$ cat src/rtl/alu_sequencer.sv
// Bus-side sequencer for the ALU: gathers two operands off the shared bus, runs one
// add/subtract, then captures the ALU result and flags back off the same bus.
module alu_sequencer #(
    parameter int TIMEOUT = 16
) (
    input  logic       i_clk,
    input  logic       i_reset_n,
    input  logic       i_start,
    input  logic       i_subtract,
    input  logic [7:0] i_bus,
    input  logic       i_bus_valid,
    input  logic       i_flag_c,
    input  logic       i_flag_z,
    output logic [7:0] o_data_a,
    output logic [7:0] o_data_b,
    output logic       o_alu_subtract,
    output logic       o_alu_read_n,
    output logic       o_alu_read_flags_n,
    output logic       o_bus_busy,
    output logic       o_ready,
    output logic       o_done,
    output logic       o_error,
    output logic [7:0] o_result,
    output logic       o_flag_c,
    output logic       o_flag_z
);

    localparam int CW = (TIMEOUT > 2) ? $clog2(TIMEOUT) : 1;
    localparam logic [CW-1:0] TMAX = CW'(TIMEOUT - 1);

    typedef enum logic [2:0] {IDLE, LOAD_A, LOAD_B, EXEC, DONE, ERR} state_t;

    state_t        state, state_nxt;
    logic [CW-1:0] cnt, cnt_nxt;
    logic          op, op_nxt;
    logic          cap_a, cap_b, cap_res;

    always_comb begin
        state_nxt = state;
        cnt_nxt   = cnt;
        op_nxt    = op;
        cap_a     = 1'b0;
        cap_b     = 1'b0;
        cap_res   = 1'b0;
        case (state)
            IDLE: begin
                if (i_start) begin
                    op_nxt    = i_subtract;
                    cnt_nxt   = '0;
                    state_nxt = LOAD_A;
                end
            end
            LOAD_A: begin
                if (i_bus_valid) begin
                    cap_a     = 1'b1;
                    cnt_nxt   = '0;
                    state_nxt = LOAD_B;
                end else if (cnt == TMAX) begin
                    state_nxt = ERR;
                end else begin
                    cnt_nxt = cnt + 1'b1;
                end
            end
            LOAD_B: begin
                if (i_bus_valid) begin
                    cap_b     = 1'b1;
                    cnt_nxt   = '0;
                    state_nxt = EXEC;
                end else if (cnt == TMAX) begin
                    state_nxt = ERR;
                end else begin
                    cnt_nxt = cnt + 1'b1;
                end
            end
            // ALU drives the bus during this cycle; sample it on the closing edge
            EXEC: begin
                cap_res   = 1'b1;
                state_nxt = DONE;
            end
            DONE:    state_nxt = IDLE;
            ERR:     state_nxt = IDLE;
            default: state_nxt = IDLE;
        endcase
    end

    always_ff @(posedge i_clk or negedge i_reset_n) begin
        if (!i_reset_n) begin
            state <= IDLE;
            cnt   <= '0;
            op    <= 1'b0;
        end else begin
            state <= state_nxt;
            cnt   <= cnt_nxt;
            op    <= op_nxt;
        end
    end

    // Control outputs are registered off the next state so they line up with the state itself
    always_ff @(posedge i_clk or negedge i_reset_n) begin
        if (!i_reset_n) begin
            o_ready            <= 1'b1;
            o_alu_read_n       <= 1'b1;
            o_alu_read_flags_n <= 1'b1;
            o_bus_busy         <= 1'b0;
            o_alu_subtract     <= 1'b0;
            o_done             <= 1'b0;
            o_error            <= 1'b0;
        end else begin
            o_ready            <= (state_nxt == IDLE);
            o_alu_read_n       <= (state_nxt != EXEC);
            o_alu_read_flags_n <= (state_nxt != EXEC);
            o_bus_busy         <= (state_nxt == EXEC);
            o_alu_subtract     <= (state_nxt == EXEC) ? op_nxt : 1'b0;
            o_done             <= (state_nxt == DONE);
            o_error            <= (state_nxt == ERR);
        end
    end

    always_ff @(posedge i_clk or negedge i_reset_n) begin
        if (!i_reset_n) begin
            o_data_a <= 8'h00;
            o_data_b <= 8'h00;
            o_result <= 8'h00;
            o_flag_c <= 1'b0;
            o_flag_z <= 1'b0;
        end else begin
            if (cap_a) o_data_a <= i_bus;
            if (cap_b) o_data_b <= i_bus;
            if (cap_res) begin
                o_result <= i_bus;
                o_flag_c <= i_flag_c;
                o_flag_z <= i_flag_z;
            end
        end
    end

endmodule

$ cat config.mk
export PLATFORM = sky130hd
export DESIGN_NAME = alu_sequencer
export DESIGN_NICKNAME = d
export VERILOG_FILES = /design/src/rtl/alu_sequencer.sv
export SDC_FILE = /design/constraint.sdc
export NUM_CORES = 1
export LEC_CHECK = 0
export BUFFER_PORTS_ARGS = -buffer_cell sky130_fd_sc_hd__buf_2
export CORE_ASPECT_RATIO = 0.6
export CORE_UTILIZATION = 45
export DETAILED_ROUTE_END_ITERATION = 12
export GPL_TIMING_DRIVEN = 0
export PLACE_DENSITY = 0.73
export REMOVE_ABC_BUFFERS = 1
export SYNTH_ARGS = -nofsm -noshare
export SYNTH_HDL_FRONTEND = slang
export SYNTH_SLANG_ARGS = --single-unit
$ cat constraint.sdc
create_clock -name i_clk -period 1.3 [get_ports i_clk]
set_input_delay 0.13 -clock i_clk [delete_from_list [all_inputs] [get_ports i_clk]]
set_output_delay 0.13 -clock i_clk [all_outputs]
set_load 0.01 [all_outputs]
==> results of run 1 <==
-- layer usage --
layer | global-route usage (%) | share of wire (%) | up-vias
met4 | 8.36 | 1.3 | 0
met5 | 0 | 0 | -
met1 | 26.5 | 44 | 616
li1 | - | - | 536
met3 | 6.73 | 7.3 | 7
met2 | 32.4 | 47 | 47
-- power groups by stage --
| stage | clock network [mW] | logic (mW) | registers (mW) |
|---|---|---|---|
| floorplan | 0 | 0.816 | 2.33 |
| global placement | 0 | 1.67 | 2.09 |
| detailed placement | 0 | 1.73 | 2.13 |
| CTS | 1.10 | 2.21 | 2.11 |
| global route | 1.17 | 2.67 | 2.20 |
| finish | 1.10 | 2.51 | 2.13 |
-- state kept, by name, summed over array words and instances, names as in the netlist, 3 cells and up --
register / cells
o_result: 8
o_data_b: 8
state: 3
o_data_a: 8
cnt: 4
-- what timing repair did --
action	CTS	global route
buffers inserted	12	7
resized for setup	29	14
cloned	1	0
setup endpoints to repair	37	35
pin swaps	6	5
hold buffers	1	0
endpoints found under the hold margin	38	0
-- cell type report --
type / instances / area [um2]
tap: 45 / 56.3
inverter: 4 / 15.0
fill: 241 / 1020
clock buffer: 7 / 96.3
clock inverter: 1 / 30.0
timing repair buffer: 67 / 399
sequential: 40 / 1010
multi-input combinational: 66 / 703
-- worst max-delay path: stages, from the launching register on --
cell	delay, ps
dfrtp_1	370
ha_2	210
nand3_4	110
or3b_4	410
o2bb2ai_2	140
a31oi_1	160
-- layout by cell type, fill, tap and decap left out, types with 2 or more instances in the layout --
| master | synthesis | layout |
|---|---|---|
| a31oi_1 | 2 | 2 |
| buf_2 | 3 | 47 |
| or2_2 | 2 | 2 |
| buf_6 | 0 | 3 |
| mux2_4 | 0 | 20 |
| inv_1 | 4 | 4 |
| dfrtp_1 | 38 | 35 |
| a21oi_1 | 2 | 2 |
| mux2_2 | 20 | 7 |
| nor3_1 | 2 | 2 |
| and3b_2 | 0 | 2 |
| buf_4 | 2 | 16 |
| clkbuf_8 | 0 | 7 |
| dfstp_2 | 2 | 2 |
| dfrtp_2 | 0 | 3 |
| o21ai_2 | 0 | 2 |
| nor2_1 | 4 | 4 |
-- how the worst max path moves through the flow --
stage | endpoint | slack [ps] | cells past startpoint
floorplan | o_data_b[0] | -160 | 3
global placement | o_data_b[0] | -370 | 3
global route | cnt[3] | -260 | 5
CTS | cnt[2] | -150 | 5
finish | cnt[2] | -180 | 5
detailed placement | o_data_b[0] | -380 | 3
-- cell families (layout without fill, tap and decap cells) --
logic type | after synthesis | count (layout)
compound gates | 14 | 14
fa+ha+maj | 1 | 1
buf+inv | 9 | 79
flops | 40 | 40
mux | 28 | 28
simple gates | 22 | 23
-- through the flow --
step	total power [mW]	setup WS (ps)	utilization (%)
floorplan	3.14	-161	-
global placement	3.77	-365	56.1
detailed placement	3.86	-380	56.1
CTS	5.42	-151	66.1
global route	6.04	-260	69.4
finish	5.74	-182	69.4
==> flow_summary_export.csv, run 1 <==
group,metric,value,unit
die,start_util,48.2,%
synthesis,yosys.area_share.simple,8.05,%
timing,period_share,114,%
clocking,cts_buffers,5,
clocking,clk_pin_slew,80,ps
synthesis,ys_types,32,
timing,final_max_slew_viol_count,0,
synthesis,synth-compound-area-share,6.09,%
synthesis,yosys.area.top_type_share,59.4,%
layout,syn_to_final_growth,44.1,%
timing,fin_crit,1480,ps
setup_path,end_kind,"register",
timing,max-slew-margin-rel,42.6,%
die,dieArea,3810,um2
run,maxCapViolations,0,
clocking,cts_tree,"yes",
power,p_per_area,2490,nW/um2
clocking,cts_buffer_depth,2,
die,rows,16,
synthesis,synth_xor_area_share,0,%
synthesis,synth_ff_type,"dfrtp_1",
setup_path,r2r_start,"cnt[0]",
clocking,htree_levels,2,
timing,rsz0062_at_grt,"true",
routing,drtIter0Drc,118,
layout,finalNonFillerCells,230,
outcome,status,"finished, violations left",
clocking,clk_latency,290,ps
routing,vias,1206,
synthesis,syn_avg_cell_area,14.0,um2
grt,grt_usage,20.3,%
worst_hold_path,hold_end,"o_flag_c",
setup_path,path_class,"register to register",
power,internal_power,3.89,mW
synthesis,synth_top_family_by_area,"multiplexers",
timing,setup_viol,25,
timing,final.setup.tns,-2920,ps
routing,ant_nets,0,
setup_path,worst-r2r-setup-slack,-180,ps
place,detailed_place_hpwl,2120,um
grt,grt_max_degree,41,
synthesis,synthesis.area,1600,um2
synthesis,yosys_warnings,0,
synthesis,syn_inst,114,
place,place_congestion,0.795,
place,dpl_cell_area,1860,um2
synthesis,synth.top_cells.by_count,"dfrtp_1, mux2_2, mux2_1",
timing,hold_viol_final,0,
timing,worst_slew_pin_slew,861,ps
outcome,violations,"setup timing",
die,die_h,48.2,um
routing,via_per_inst,5.24,
setup_path,arrival,1700,ps
setup_path,r2r_cells,5,
die,io_pins,48,
synthesis,synth_top_cell_by_area,"dfrtp_1",
power,pwr-share-clk,19.2,%
setup_path,cp_max_fo,5,
setup_path,setup.worst_path.start_class,"register",
routing,wl_per_cell,16.5,um
timing,fin_ws,-182,ps
setup_path,r2r-end,"cnt[2]",
power,power_frac_seq,37.1,%
setup_path,startpoint,"cnt[0]",
layout,drive_gt1_share,65.9,%
synthesis,synth.most_common_cell,"dfrtp_1",
layout,diodes,0,
power,p_leak,1.14,nW
power,netSwitchingPower,1.85,mW
synthesis,muxShareOfSynthArea,19.6,%
setup_path,required,1520,ps
synthesis,ys_seq_area_share,62.7,%
place,placed_cells,201,
worst_hold_path,hp-start,"i_flag_c",
synthesis,synthArstFlopShare,100,%
worst_hold_path,hp-class,"input port to register",
place,port_buffers,47,
layout,nNetsFinal,200,
worst_hold_path,hold_depth,2,
synthesis,synthAdderAreaFrac,0.781,%
timing,skew,4.95,ps
synthesis,synth_edf_count,0,
clocking,cts-root-buf,"clkbuf_8",
power,p_comb_share,43.7,%
grt,antenna_found_initial,0,
die,die_w,79.0,um
grt,grt_remaining_overflow,0,
clocking,cts_sinks,40,
grt,grt_pass1_wl,5480,um
routing,wirelength,3790,um
synthesis,ys_ff_latch,40,
power,ir_worst_vdd,1.23,mV
die,core_area,3320,um2
timing,timing.hold.ws,74.6,ps
grt,grt_pass1_vias,1079,
power,swShare,32.2,%
routing,remaining_drc_errors,0,
routing,drtPass1Iterations,4,
layout,finalInstanceArea,2310,um2
synthesis,synthTopCellsByArea,"dfrtp_1, mux2_2, mux2_1",
timing,clock.fmax,0.675,GHz
Note: power is estimated with default switching activity, not from simulation.
==> inputs of run 2 (changes only) <==
--- a/config.mk
+++ b/config.mk
@@ -5,6 +5,7 @@
 export SDC_FILE = /design/constraint.sdc
 export NUM_CORES = 1
 export LEC_CHECK = 0
+export ABC_AREA = 1
 export BUFFER_PORTS_ARGS = -buffer_cell sky130_fd_sc_hd__buf_2
 export CORE_ASPECT_RATIO = 0.6
 export CORE_UTILIZATION = 45
==> run 2 against run 1 <==
  * The flow now finishes without violations
  * Flip-flop and latch count did not move
  * Clock power shrank 23%
  * Critical endpoint is now cnt[3]
  * Wire length fell by 19%
  * Global-route usage fell by 2.3 points
  * First-iteration DRC count down 47%
  * Largest power group is now registers
  * Sequential power fell by 3%
  * Final area decreased by 11%
  * Clock skew increased by 1.0 ps
  * Sequential share of layout area grew 5.3 points
  * Count of clock-buffer cells in the layout shrank 1
  * Non-clock buffer count down 17
==> flow_summary_export.csv, run 2 <==
group,metric,value,unit
place,pre_cts_ws,-272,ps
die,dieArea,3900,um2
synthesis,synthAdderAreaFrac,0.763,%
synthesis,synth_ff_type,"dfrtp_1",
outcome,status,"complete, no violations",
grt,grtUsageMet3,5.66,%
synthesis,yosys_warnings,0,
layout,nNetsFinal,232,
routing,vias,1216,
setup_path,cp_max_fo,4,
synthesis,yosys.area.top_type_share,58.0,%
power,netSwitchingPower,1.87,mW
synthesis,synthArstFlopShare,100,%
synthesis,ys_seq_area_share,61.2,%
synthesis,synth_xor_area_share,0,%
timing,hold_viol_final,0,
timing,period_share,95.6,%
synthesis,synth.top_cells.by_count,"nand2_1, dfrtp_1, inv_1",
routing,ant_nets,0,
timing,fin_ws,57.0,ps
clocking,htree_levels,2,
clocking,clk_latency,290,ps
timing,max-slew-margin-rel,43.1,%
synthesis,synth_top_family_by_area,"simple AND/OR/NAND/NOR gates",
synthesis,ys_types,23,
place,port_buffers,47,
die,rows,16,
setup_path,crit_family,"simple AND/OR/NAND/NOR gates",
grt,grt_max_degree,41,
power,internal_power,2.95,mW
layout,reg_top3,"o_data_a: 8 flops, o_data_b: 8 flops, o_result: 8 flops",
setup_path,setup.worst_path.start_class,"register",
routing,drtPass1Iterations,4,
clocking,clk_pin_slew,70,ps
setup_path,required,1480,ps
timing,final.setup.tns,0,ps
die,io_pins,48,
power,ir_worst_vdd,1.25,mV
setup_path,path_cells,"nor2_4 > nand2_2 > nand2_4 > inv_4 > nand2_4 > nand2_4 > nand2_1 > nand2_1",
timing,setup_viol,0,
layout,n_fill_cell,299,
layout,drive_gt1_share,37.3,%
worst_hold_path,hp-class,"input port to register",
clocking,cts_buffer_depth,2,
clocking,cts-root-buf,"clkbuf_8",
synthesis,muxShareOfSynthArea,0,%
power,p_comb_share,39.5,%
clocking,cts_sinks,40,
layout,diodes,0,
timing,skew,5.95,ps
power,p_leak,1.14,nW
routing,wl_per_cell,11.8,um
power,p_per_area,2350,nW/um2
routing,wirelength,3080,um
setup_path,end_kind,"register",
power,pwr-share-clk,17.5,%
power,swShare,38.8,%
timing,final_max_slew_viol_count,0,
setup_path,crit_buf_inv,1,
die,die_w,79.9,um
grt,gr-usage-met2,25.5,%
grt,antenna_found_initial,0,
setup_path,path_class,"register to register",
run,maxCapViolations,0,
layout,syn_to_final_growth,25.0,%
layout,mostFrequentLayoutCells,"buf_2, nand2_1, dfrtp_1, inv_1, o21ai_1",
timing,rsz0062_at_grt,"true",
synthesis,synth_top_cell_by_area,"dfrtp_1",
power,power_frac_seq,43.0,%
setup_path,arrival,1420,ps
place,place_congestion,0.757,
grt,grt_pass1_vias,1080,
setup_path,cp_slowest_cell,"dfrtp_1",
die,start_util,48.7,%
synthesis,synth.most_common_cell,"nand2_1",
grt,grt_pass1_wl,5150,um
synthesis,synth-compound-area-share,8.17,%
setup_path,cpPeakStageDelay,440,ps
routing,drtIter0Drc,62,
timing,clock.fmax,0.804,GHz
grt,grt_usage,17.9,%
grt,use_met1,25.5,%
die,core_area,3360,um2
synthesis,ys_ff_latch,40,
clocking,cts_tree,"yes",
layout,final_common_cell,"buf_2",
synthesis,syn_inst,165,
die,die_h,48.8,um
routing,remaining_drc_errors,0,
synthesis,synthesis.area,1640,um2
grt,grt_remaining_overflow,0,
routing,via_per_inst,4.64,
place,detailed_place_hpwl,2080,um
grt,globalRoute.busiestLayer,"met2",
setup_path,crit_path_frequent_cell,"nand2_4",
synthesis,synth_edf_count,0,
timing,timing.hold.ws,32.4,ps
synthesis,yosys.area_share.simple,22.1,%
timing,worst_slew_pin_slew,853,ps
synthesis,syn_avg_cell_area,9.93,um2
timing,fin_crit,1240,ps
clocking,cts_buffers,5,
synthesis,synthTopCellsByArea,"dfrtp_1, nand2_1, o21ai_1",
[run 2: changes by cell type after synthesis, moves of 3 or more]
cell / change
mux2_2: -20
o21ai_0: +7
inv_2: +3
nand3_1: +6
mux2_1: -7
o21ai_1: +15
nand2_1: +42
nand2_4: +3
inv_1: +13
[run 2: worst paths after layout]
check                      cells after the start  startpoint           to  slack, ps
max in group asynchronous                      2   i_reset_n       cnt[3]        250
min in group asynchronous                      2   i_reset_n  o_data_a[2]        520
hold reg to reg                                2    o_flag_c     o_flag_c        480
setup reg to reg                               8    state[2]       cnt[3]         60
hold / removal                                 3    i_flag_c     o_flag_c         30
setup / recovery                               8    state[2]       cnt[3]         60
[run 2: cells by family after synthesis]
kind of cell,Yosys count
AO/OA/AOI/OAI,26
buffers and inverters,27
adder cells (fa/ha/maj),1
flip-flops,40
AND/OR/NAND/NOR,71
[run 2: power groups by stage]
| stage | clock network [mW] | registers [mW] | logic [mW] |
|---|---|---|---|
| after floorplan | 0 | 2.27 | 0.960 |
| after global placement | 0 | 2.07 | 1.79 |
| after detailed placement | 0 | 2.07 | 1.83 |
| after CTS | 0.864 | 2.07 | 1.86 |
| after global routing | 0.924 | 2.13 | 2.13 |
| final | 0.842 | 2.07 | 1.91 |
[run 2: final cells by class]
type                    count  area [um2]  share of cell area, %
flip-flops and latches     40        1000                   49.0
multi-input cells          98         554                   27.1
repair buffers             50         260                   12.7
clock buffers               6        82.6                   4.03
inverters                  21        81.3                   3.97
well taps                  45        56.3                   2.75
clock inverters             2        10.0                  0.489
[run 2: per-layer routing]
layer,vias up,wire [um]
met5,-,0
met4,0,46
met3,7,140
met2,30,1330
met1,560,1560
li1,619,-
[run 2: worst register-to-register path, delay by kind of cell (launching register included)]
| family | cells | cell delay [ps] |
|---|---|---|
| DFF | 1 | 440 |
| and+or+nand+nor | 7 | 630 |
| buffers and inverters | 1 | 60 |
[run 2: what timing repair did]
| action | 4_1_cts | 5_1_grt |
|---|---|---|
| setup endpoints to repair | 29 | 17 |
| resized for setup | 4 | 5 |
| setup buffers | 0 | 2 |
| pin swaps | 0 | 1 |
| endpoints found under the hold margin | 38 | 0 |
| hold buffers | 1 | 0 |
[run 2: metrics by stage]
stage                     power, mW  area [um2]  util (%)  instances
after floorplan                3.23        1590         -        159
after global placement         3.86        1890      56.1        251
after detailed placement       3.90        1890      56.1        251
after CTS                      4.79        2010      59.7        260
after global routing           5.19        2050      60.9        262
final                          4.82        2050      60.9        262
==> inputs of run 3 (changes only) <==
==> config.mk (replaced) <==
export PLATFORM = sky130hd
export DESIGN_NAME = alu_sequencer
export DESIGN_NICKNAME = d
export VERILOG_FILES = /design/src/rtl/alu_sequencer.sv
export SDC_FILE = /design/constraint.sdc
export NUM_CORES = 1
export LEC_CHECK = 0
export CORE_ASPECT_RATIO = 0.6
export CORE_UTILIZATION = 55
export DETAILED_ROUTE_END_ITERATION = 12
export DONT_BUFFER_PORTS = 1
export GPL_TIMING_DRIVEN = 0
export HOLD_SLACK_MARGIN = 0.08
export PLACE_DENSITY = 0.72
export REMOVE_ABC_BUFFERS = 1
export SYNTH_ARGS = -nofsm -noshare
export SYNTH_HDL_FRONTEND = slang
export SYNTH_SLANG_ARGS = --single-unit
==> run 3 against run 2 <==
  * The run now ends with setup timing left
  * Count of clock-buffer cells in the layout rose by 2
  * Clock power rose by 6.8%
  * Sequential power rose by 19%
  * Core utilization rose by 22 points
  * Critical path type unchanged
  * Highest routed layer unchanged
==> flow_summary_export.csv, run 3 (same netlist as run 1, synthesis figures left out) <==
group,metric,value,unit
die,core_area,2630,um2
routing,drt-met1-wl,1580,um
clocking,clk_pin_slew,70,ps
clocking,clk_latency,290,ps
grt,grt_pass1_wl,5870,um
layout,nNetsFinal,162,
clocking,cts_buffer_depth,2,
place,dpl_cell_area,1610,um2
clocking,cts_tree,"yes",
layout,diodes,0,
routing,drtIter0Drc,91,
routing,wl_met2,1980,um
power,netSwitchingPower,1.79,mW
clocking,cts_sinks,40,
clocking,htree_levels,2,
timing,max-slew-margin-rel,75.9,%
timing,worst_slew_pin_slew,361,ps
timing,fin_ws,-190,ps
grt,grt_remaining_overflow,0,
die,die_w,71.7,um
place,port_buffers,0,
setup_path,end_kind,"register",
setup_path,path_class,"register to register",
die,die_h,43.8,um
place,pre_cts_ws,-395,ps
setup_path,r2r_start,"state[0]",
routing,drtPass1Iterations,5,
power,swShare,34.5,%
routing,ant_nets,0,
timing,rsz0062_at_grt,"true",
run,maxCapViolations,0,
power,ir_worst_vdd,1.24,mV
grt,grt_max_degree,41,
timing,skew,6.40,ps
setup_path,setup.worst_path.start_class,"register",
outcome,violations,"setup timing",
routing,wl_per_cell,22.3,um
clocking,cts-root-buf,"clkbuf_8",
grt,grt_usage,26.8,%
routing,vias,1104,
layout,n_fill_cell,138,
layout,final_common_cell,"dfrtp_1",
die,start_util,61.0,%
grt,grt_pass1_vias,1142,
layout,reg_top3,"o_data_a: 8 flops, o_data_b: 8 flops, o_result: 8 flops",
grt,antenna_found_initial,0,
setup_path,r2r-end,"o_alu_subtract",
worst_hold_path,hp-start,"i_bus_valid",
timing,clock.fmax,0.671,GHz
timing,final_max_slew_viol_count,0,
layout,finalInstanceArea,2180,um2
worst_hold_path,hp-class,"input port to register",
layout,mostFrequentLayoutCells,"dfrtp_1, mux2_4, dlygate4sd3_1, buf_4, mux2_2",
place,placed_cells,141,
setup_path,cp_max_fo,6,
layout,syn_to_final_growth,36.2,%
routing,via_per_inst,6.17,
routing,wirelength,3990,um
setup_path,r2r_cells,4,
die,rows,14,
power,p_leak,0.982,nW
setup_path,worst-r2r-setup-slack,-190,ps
timing,hold_viol_final,0,
power,pwr-share-clk,17.3,%
power,power_frac_seq,47.6,%
clocking,cts_buffers,5,
timing,setup_viol,24,
layout,drive_gt1_share,50.3,%
layout,finalNonFillerCells,179,
power,p_per_area,2380,nW/um2
power,internal_power,3.39,mW
place,detailed_place_hpwl,2070,um
worst_hold_path,hold_end,"state[1]",
routing,routed-wl-met3,320,um
setup_path,required,1480,ps
power,p_comb_share,35.1,%
routing,remaining_drc_errors,0,
place,place_congestion,0.762,
timing,fin_crit,1490,ps
die,io_pins,48,
timing,period_share,115,%
outcome,status,"finished, violations left",
routing,top_layer,"met4",
setup_path,arrival,1670,ps
die,dieArea,3140,um2
worst_hold_path,hold_depth,2,
-- run 3: cell types whose count changed in the layout (fill, tap and decap cells not counted), sizes merged, moves of 9 or more --
| cell | before | now |
|---|---|---|
| mux2 | 0 | 27 |
| dlygate4sd3 | 1 | 13 |
| o21ai | 26 | 3 |
| inv | 21 | 4 |
| nand2 | 50 | 3 |
| nand3 | 11 | 2 |
| buf | 49 | 17 |
-- run 3: final cells by class --
class | instances | area, um2 | area share [%]
Sequential cell | 40 | 1010 | 46.2
Timing Repair Buffer | 30 | 303 | 13.9
Multi-Input combinational cell | 65 | 717 | 32.9
Inverter | 4 | 15.0 | 0.688
Clock buffer | 8 | 100 | 4.59
Tap cell | 32 | 40.0 | 1.83
-- run 3: what timing repair did --
item,in CTS,in global routing
hold endpoints to repair,69,2
hold buffers,13,1
resized for setup,38,6
pin swaps,10,7
setup endpoints to repair,36,25
buffers inserted,12,4
-- run 3: stage by stage --
stage | utilization, % | power (mW) | hold slack (ps) | TNS, ps
2_1_floorplan | - | 3.14 | -166 | -2490
3_3_place_gp | 61.3 | 3.32 | -165 | -7640
3_5_place_dp | 61.3 | 3.43 | -165 | -9350
4_1_cts | 80.5 | 4.98 | 12.2 | -2440
5_1_grt | 83.0 | 5.43 | 96.2 | -3910
6_report | 83.0 | 5.19 | 98.4 | -2690
-- run 3: worst max path at each step --
stage                        start              to  cells past startpoint
after floorplan           state[2]     o_data_b[0]                      3
after global placement    state[2]     o_data_b[0]                      3
after detailed placement  state[2]     o_data_b[6]                      3
after CTS                   cnt[1]          cnt[2]                      5
after global routing      state[0]          cnt[3]                      5
final                     state[0]  o_alu_subtract                      4
-- run 3: power by group through the flow --
stage	clock, mW	sequential [mW]	combinational (mW)
global placement	0	2.42	0.901
finish	0.899	2.47	1.82
detailed placement	0	2.45	0.977
floorplan	0	2.33	0.816
global route	0.965	2.53	1.93
CTS	0.894	2.46	1.62
-- run 3: per-layer routing --
metal	GRT usage, %	vias to the layer above
li1	-	463
met1	32.5	567
met2	46.0	63
met3	8.60	11
met4	9.41	0
met5	0	-
-- run 3: critical path, cell delays in order (launching register included) --
cell and delay (ps):
dfrtp_2 450, buf_4 160, nor4b_4 300, mux2_4 340, and2_4 140
